### config.mk
export PLATFORM = sky130hd
export DESIGN_NAME = vector_sweeper
export DESIGN_NICKNAME = d
export VERILOG_FILES = /design/src/rtl/exhaustive_equiv_checker_pkg.sv /design/src/rtl/exhaustive_equiv_checker_vector_sweeper.sv
export SDC_FILE = /design/constraint.sdc
export NUM_CORES = 1
export LEC_CHECK = 0
export BUFFER_PORTS_ARGS = -buffer_cell sky130_fd_sc_hd__buf_2
export CAP_MARGIN = 20
export CORE_AREA = 2 2 39 41
export DETAILED_ROUTE_END_ITERATION = 12
export DIE_AREA = 0 0 41 43
export HOLD_SLACK_MARGIN = 0.05
export PLACE_DENSITY = 0.43
export SLEW_MARGIN = 20
export SYNTH_ARGS = -nofsm -noshare
export SYNTH_HDL_FRONTEND = slang
export SYNTH_SLANG_ARGS = --single-unit
### constraint.sdc
create_clock -name clk -period 1.4 [get_ports clk]
set_input_delay 0.14 -clock clk [delete_from_list [all_inputs] [get_ports clk]]
set_output_delay 0.14 -clock clk [all_outputs]
set_load 0.1 [all_outputs]
### src/rtl/exhaustive_equiv_checker_pkg.sv
// Shared definitions for the exhaustive equivalence checker: state encodings
// and the counter-width helper.
package eqchk_defs;

    localparam logic [1:0] ST_IDLE   = 2'd0;
    localparam logic [1:0] ST_SETTLE = 2'd1;
    localparam logic [1:0] ST_CHECK  = 2'd2;
    localparam logic [1:0] ST_DONE   = 2'd3;

    typedef enum logic [1:0] {
        S_IDLE   = ST_IDLE,
        S_SETTLE = ST_SETTLE,
        S_CHECK  = ST_CHECK,
        S_DONE   = ST_DONE
    } state_t;

    // Bits needed to hold values 0..v-1, never less than one.
    function automatic int unsigned clog2(input int unsigned v);
        int unsigned r;
        r = 0;
        for (int unsigned i = 0; i < 32; i++) begin
            if ((64'd1 << i) < 64'(v)) begin
                r = i + 1;
            end
        end
        return (r == 0) ? 1 : r;
    endfunction

endpackage

### src/rtl/exhaustive_equiv_checker_vector_sweeper.sv
// Vector counter plus per-vector settle timer; reports when the current vector
// may be sampled and whether it is the final (all-ones) vector.
module vector_sweeper
    import eqchk_defs::*;
#(
    parameter int unsigned WIDTH  = 3,
    parameter int unsigned SETTLE = 0
) (
    input  logic             clk,
    input  logic             rst,
    input  logic             i_load,
    input  logic             i_tick,
    input  logic             i_step,
    output logic [WIDTH-1:0] o_bits,
    output logic             o_sample_now,
    output logic             o_last_vec
);
    localparam int unsigned CW = clog2(SETTLE + 1);
    // SETTLE wait cycles precede the sampling cycle, so the timer reloads with SETTLE-1.
    localparam logic [CW-1:0] RELOAD = CW'((SETTLE == 0) ? 0 : SETTLE - 1);

    logic [WIDTH-1:0] r_bits;
    logic [CW-1:0]    r_cnt;

    always_ff @(posedge clk or posedge rst) begin
        if (rst) begin
            r_bits <= '0;
            r_cnt  <= '0;
        end else if (i_load) begin
            r_bits <= '0;
            r_cnt  <= RELOAD;
        end else if (i_step) begin
            r_bits <= r_bits + WIDTH'(1);
            r_cnt  <= RELOAD;
        end else if (i_tick && (r_cnt != '0)) begin
            r_cnt  <= r_cnt - CW'(1);
        end
    end

    assign o_bits       = r_bits;
    assign o_sample_now = (r_cnt == '0);
    assign o_last_vec   = &r_bits;

endmodule

# == Word level (Yosys, flattened, before mapping) ==
# Index checks and enable logic that the tools add are counted.
# classes
n_addsub,2
n_mul,0
div_mod_pow,0
order_cmp,0
eq_ne,0
n_shift,0
mux,5
n_bitwise,1
reduce_logical,4
# ops
op,count
2-to-1 mux 3 bit,2
adder 3 x 1 -> 3 bit (second input constant),1
2-to-1 mux 1 bit,3
AND reduction 3 bit,1
nonzero test 3 bit,1
nonzero test 2 bit,1
logical AND 1 bit,1
inverter 1 bit,1
subtractor 1 bit (second input constant),1
# word_totals
register_bits,4
latchBits,0
mem_bits_rw,0
romBits,0
output_inout_bits,5
word_cells,14
mem_count,0

# == Logic depth before layout (Yosys ltp) ==
# Gate-level depths: netlist of the first run.
# depth
depth_word,4
depth_mapped,4
depth_no_buf,4

# == Worst setup path before layout of the first run ==
# Ideal clock, no wire load.
# synth_timing
kind,register to output
start,"reg r_bits[0], in the netlist o_bits[0]"
end,out o_last_vec
arrival_ns,1.987
required_time_ns,1.260
slack_ns,-0.727
path_stages_with_launch,3
path_buffers,0
path_cell_list,dfrtp_1 ha_1 ha_1
# synth_via
elab_chain_cells,1
# synth_lines
element,line,source
start: declaration,exhaustive_equiv_checker_vector_sweeper.sv:22,logic [WIDTH-1:0] r_bits;
start signal: assignment,exhaustive_equiv_checker_vector_sweeper.sv:33,r_bits <= r_bits + WIDTH'(1);
AND reduction 3 bit,exhaustive_equiv_checker_vector_sweeper.sv:42,assign o_last_vec = &r_bits;
end: declaration,exhaustive_equiv_checker_vector_sweeper.sv:16,output logic o_last_vec
# Every way passes these cells.

# == Worst setup path in the final report of the first run ==
# Same ends and word-level chain as after synthesis.

==> results of run 1 <==
[final timing paths]
check                                from  cells past startpoint         end
worst max-delay path            o_bits[0]                      3  o_last_vec
min in group asynchronous             rst                      3   o_bits[1]
worst min register to register      r_cnt                      2       r_cnt
worst min-delay path               i_tick                      2       r_cnt
max in group asynchronous             rst                      3   o_bits[0]
worst max register to register  o_bits[0]                      4   o_bits[2]
[layer usage]
| metal | track usage [%] | up-vias |
|---|---|---|
| li1 | - | 76 |
| met1 | 5.83 | 70 |
| met2 | 7.19 | 10 |
| met3 | 3.14 | 0 |
| met4 | 4.00 | 0 |
| met5 | 0 | - |
[Yosys cell counts]
cell / count / share of area, %
inv_1: 2 / 4.2
nor4_1: 1 / 3.5
dfrtp_1: 4 / 56
xnor2_1: 1 / 4.9
mux2i_1: 2 / 11
ha_1: 2 / 14
nor2_1: 3 / 6.3
[cells by family after synthesis]
logic type	count (synthesis)	share of synthesized area, %
flops	4	55.9
mux	2	11.2
fa+ha+maj	2	14.0
buf+inv	2	4.20
xor+xnor	1	4.90
simple gates	4	9.79
[cell type report]
cell class / instances / area [um^2]
repair buffers: 10 / 70.1
multi-input cells: 9 / 96.3
flip-flops and latches: 4 / 109
well taps: 16 / 20.0
fillers: 155 / 1050
inverters: 2 / 7.51
clock buffers: 4 / 26.3
[report_power, final]
part | leakage [uW] | total (uW) | switching, uW | internal, uW
combinational | 0.0000869 | 83.6 | 61.9 | 21.7
clock | 0.0000150 | 158 | 51.1 | 107
sequential | 0.0000494 | 134 | 8.06 | 126
total | 0.000151 | 376 | 121 | 255
[critical path: stages (launching register included)]
cell and delay [ns]:
dfrtp_4 0.49, ha_4 0.18, ha_4 0.15, buf_12 0.16
[sequential cells by signal, indices dropped and copies added, names as in the netlist]
signal  flops
o_bits      3
r_cnt       1
[through the flow]
step                      total power, uW  std cells
after floorplan                       194         15
after global placement                210         40
after detailed placement              213         40
after CTS                             383         45
after global routing                  396         45
final                                 376         45
[timing repair]
item / CTS / global route
hold buffers: 1 / 0
hold endpoints to repair: 4 / 0
resized for setup: 4 / 2
endpoints found under the setup margin: 1 / 1
[cells in the final DEF, fill, tap and decap left out]
| cell type | netlist | routed |
|---|---|---|
| dfrtp_2 | 0 | 1 |
| xnor2_1 | 1 | 1 |
| nor2_1 | 3 | 3 |
| clkbuf_4 | 0 | 3 |
| mux2i_1 | 2 | 2 |
| buf_12 | 0 | 1 |
| inv_1 | 2 | 2 |
| clkbuf_1 | 0 | 1 |
| buf_2 | 0 | 8 |
| dfrtp_4 | 0 | 2 |
| nor4_1 | 1 | 1 |
| ha_4 | 0 | 2 |
| dfrtp_1 | 4 | 1 |
| dlygate4sd3_1 | 0 | 1 |
==> results.json, run 1 <==
{
  "status": "completed",
  "track_usage_pct": 5.33,
  "cp-start-kind": "register",
  "routedLengthMet1_um": 188,
  "vias": 156,
  "gp_congestion": 0.652,
  "worst_pin_slew_ns": 0.487,
  "numCtsBuffers": 3,
  "fp.dieH_um": 43,
  "h-tree-depth": 1,
  "grt-ovfl-total": 0,
  "diodes": 0,
  "grt_max_degree": 5,
  "pin_count": 10,
  "clk_latency_ns": 0.24,
  "syn_area_per_cell_um2": 11.9,
  "crit_path_end_kind": "output pin",
  "whs_ns": 0.0609,
  "postLayoutCellArea_um2": 329,
  "cts_buffer_depth": 2,
  "maxCapViolations": 0,
  "grt_pass1_vias": 163,
  "root_buffer": "clkbuf_4",
  "fin_crit_ns": 1.35,
  "syn_area_um2": 179,
  "hold_viol": 0,
  "synth_cells": 15,
  "wirelength_um": 397,
  "rsz0062_at_grt": "no",
  "start_util_pct": 12.9,
  "first_pass_iters": 3,
  "area_growth_syn_to_layout_pct": 83.9,
  "report.final.slew_viol_count": 0,
  "clk_pin_slew_ns": 0.04,
  "irDropWorstVdd_mv": 0.331,
  "top_layer": "met3",
  "fin_tns_setup_ns": 0,
  "cts_tree": "done",
  "placed_area_um2": 265,
  "arrival_ns": 1.21,
  "pre_cts_ws_ns": 0.125,
  "setup_viol": 0,
  "drt-vias-per-instance": 3.47,
  "slew_headroom_pct": 67.8,
  "final.period_utilization_pct": 96.5,
  "path_max_fanout": 3,
  "max_freq_mhz": 740,
  "synth.distinct_cells": 7,
  "yosysWarningCount": 0,
  "postRouteAntennaNets": 0,
  "fp-row-count": 14,
  "wl_met3_um": 53,
  "ys_seq_area_share_pct": 55.9,
  "finalWorstSetupSlack_ns": 0.0485,
  "post_cts_buffers": 0,
  "synth_seq_cells": 4,
  "fin_skew_ns": 0.00604,
  "crit_type": "reg -> out",
  "cts_sinks": 4,
  "drc": 0,
  "hold_path_class": "in -> reg",
  "wire_per_inst_um": 8.82,
  "drive_gt1_share_pct": 58.6,
  "io_buffer_count": 9,
  "utilization_pct": 23.8,
  "p_per_area_mw_per_mm2": 1140,
  "nets": 37,
  "r2r_setup_slack_ns": 0.23,
  "antenna_found_initial": 0,
  "routed-wl-met2_um": 156,
  "drt_iter0_markers": 1,
  "synth_fp_nets": 22,
  "required_ns": 1.26,
  "leakage_uw": 0.000151,
  "die_w_um": 41,
  "die_area_mm2": 0.00176,
  "core-area_mm2": 0.00138,
  "grt_pass1_wl_um": 593
}
Power figures use the tool's default switching activity.
==> run 2, diff against run 1 <==
Settings changed: BUFFER_PORTS_ARGS -buffer_cell sky130_fd_sc_hd__buf_2 to not set, DONT_BUFFER_PORTS set to 1, PLACE_DENSITY 0.43 to 0.37.
Clock period 1.4 ns to 1.7 ns, I/O delays scaled along.
==> run 2 against run 1 <==
Effect of this change:
- sequential cell count stayed put
- clock power is 15% lower
- first-iteration DRC count is 100% lower
- combinational power down 14%
- die area did not move
- sequential power is 22% lower
- critical path depth did not move
- routed wire length rose by 18%
- clock-buffer cell count unchanged
- cell count shrank 2.2%
- design area is 2.3% lower
- largest cell class unchanged
- largest power group unchanged
==> results.json, run 2 (synthesis gave the netlist of run 1 again) <==
{
  "pwr-share-seq_pct": 33.7,
  "power.switching_uw": 100,
  "drt_iter0_markers": 0,
  "worst_pin_slew_ns": 0.301,
  "core-area_mm2": 0.00138,
  "start_util_pct": 12.9,
  "status": "completed",
  "slew_headroom_pct": 80.0,
  "grt-ovfl-total": 0,
  "track_usage_pct": 7.76,
  "power.internal_uw": 210,
  "antenna_found_initial": 0,
  "final.period_utilization_pct": 79.9,
  "grt_pass1_wl_um": 834,
  "cp_cell_sequence": "ha_1, ha_2, buf_12",
  "p_per_area_mw_per_mm2": 965,
  "fp-row-count": 14,
  "required_ns": 1.53,
  "power_uw": 310,
  "critPathSlowestCell": "dfrtp_2",
  "p_comb_share_pct": 23.3,
  "switching_share_pct": 32.3,
  "grt_pass1_vias": 197,
  "vias": 164,
  "hold_path_class": "in -> reg",
  "report.final.slew_viol_count": 0,
  "finalWorstSetupSlack_ns": 0.342,
  "arrival_ns": 1.19,
  "cts_buffer_depth": 2,
  "nets": 36,
  "die_w_um": 41,
  "routed-wl-met2_um": 192,
  "leakage_uw": 0.000152,
  "cp-start-kind": "register",
  "numCtsBuffers": 3,
  "pre_cts_ws_ns": 0.538,
  "fin_skew_ns": 0.00592,
  "grt_max_degree": 5,
  "cts_tree": "done",
  "final_cell_mix": "dlygate4sd3_1, buf_4, nor2_1, clkbuf_4, dfrtp_2",
  "clk_latency_ns": 0.24,
  "path_max_fanout": 2,
  "wl_met3_um": 87,
  "die_area_mm2": 0.00176,
  "max_freq_mhz": 737,
  "root_buffer": "clkbuf_4",
  "maxCapViolations": 0,
  "post_cts_buffers": 0,
  "hold_viol": 0,
  "drt-vias-per-instance": 3.73,
  "cts_sinks": 4,
  "area_growth_syn_to_layout_pct": 79.7,
  "routedLengthMet1_um": 177,
  "clk_pin_slew_ns": 0.04,
  "fp.dieH_um": 43,
  "fin_tns_setup_ns": 0,
  "whs_ns": 0.108,
  "diodes": 0,
  "postRouteAntennaNets": 0,
  "max_stage_delay_ns": 0.40,
  "largest_reg_flops": 3,
  "setup_viol": 0,
  "h-tree-depth": 1,
  "pin_count": 10,
  "power_frac_clock_pct": 43.0,
  "fin_crit_ns": 1.36,
  "irDropWorstVdd_mv": 0.333,
  "cts_resized": 0,
  "top_layer": "met4",
  "wire_per_inst_um": 10.6,
  "worst-path-buf-inv": 1,
  "rsz0062_at_grt": "no",
  "io_buffer_count": 0,
  "crit_type": "reg -> out",
  "gp_congestion": 0.542,
  "drive_gt1_share_pct": 42.9,
  "critical_path.top_delay_family": "flip-flops",
  "drc": 0,
  "first_pass_iters": 1,
  "crit_path_end_kind": "output pin",
  "wirelength_um": 468
}
[run 2: metal layers]
metal	track usage, %	up-vias
met1	8.47	74
met3	3.66	2
met5	0	-
met4	8.00	0
met2	10.0	13
li1	-	75
[run 2: worst register-to-register path: stages, from the launching register on]
cell and delay, ns:
dfrtp_2 0.40, ha_1 0.20, ha_2 0.25, mux2i_1 0.16, nor2_1 0.06
[run 2: power by group through the flow]
stage / registers [uW] / clock network [uW] / logic, uW
after floorplan: 143 / 0 / 12.6
after global placement: 105 / 0 / 61.8
after detailed placement: 106 / 0 / 63.7
after CTS: 105 / 141 / 72.7
after global routing: 105 / 149 / 77.7
final: 105 / 134 / 72.2
[run 2: final timing paths]
| kind | startpoint | end | slack, ns | cells after the start |
|---|---|---|---|---|
| worst max-delay path | o_bits[0] | o_last_vec | 0.34 | 3 |
| worst max register to register | o_bits[0] | o_bits[2] | 0.52 | 4 |
| min in group asynchronous | rst | o_bits[2] | 0.25 | 2 |
| worst min-delay path | i_step | o_bits[0] | 0.11 | 2 |
| max in group asynchronous | rst | o_bits[1] | 1.28 | 2 |
| worst min register to register | r_cnt | r_cnt | 0.52 | 2 |
[run 2: metrics by stage]
step,cell area (um^2),utilization (%),std cells
floorplan,185,-,15
global placement,255,18.4,36
detailed placement,255,18.4,36
CTS,322,23.2,44
global route,322,23.2,44
finish,322,23.2,44
[run 2: layout make-up]
class | instances | area, um^2
timing repair buffer | 9 | 90.1
sequential | 4 | 104
multi-input combinational | 9 | 73.8
fill | 145 | 1060
inverter | 2 | 7.51
clock buffer | 4 | 26.3
tap | 16 | 20.0
[run 2: timing repair]
item | CTS | global route
hold endpoints to repair | 8 | 0
setup endpoints to repair | 0 | 0
hold buffers | 4 | 0
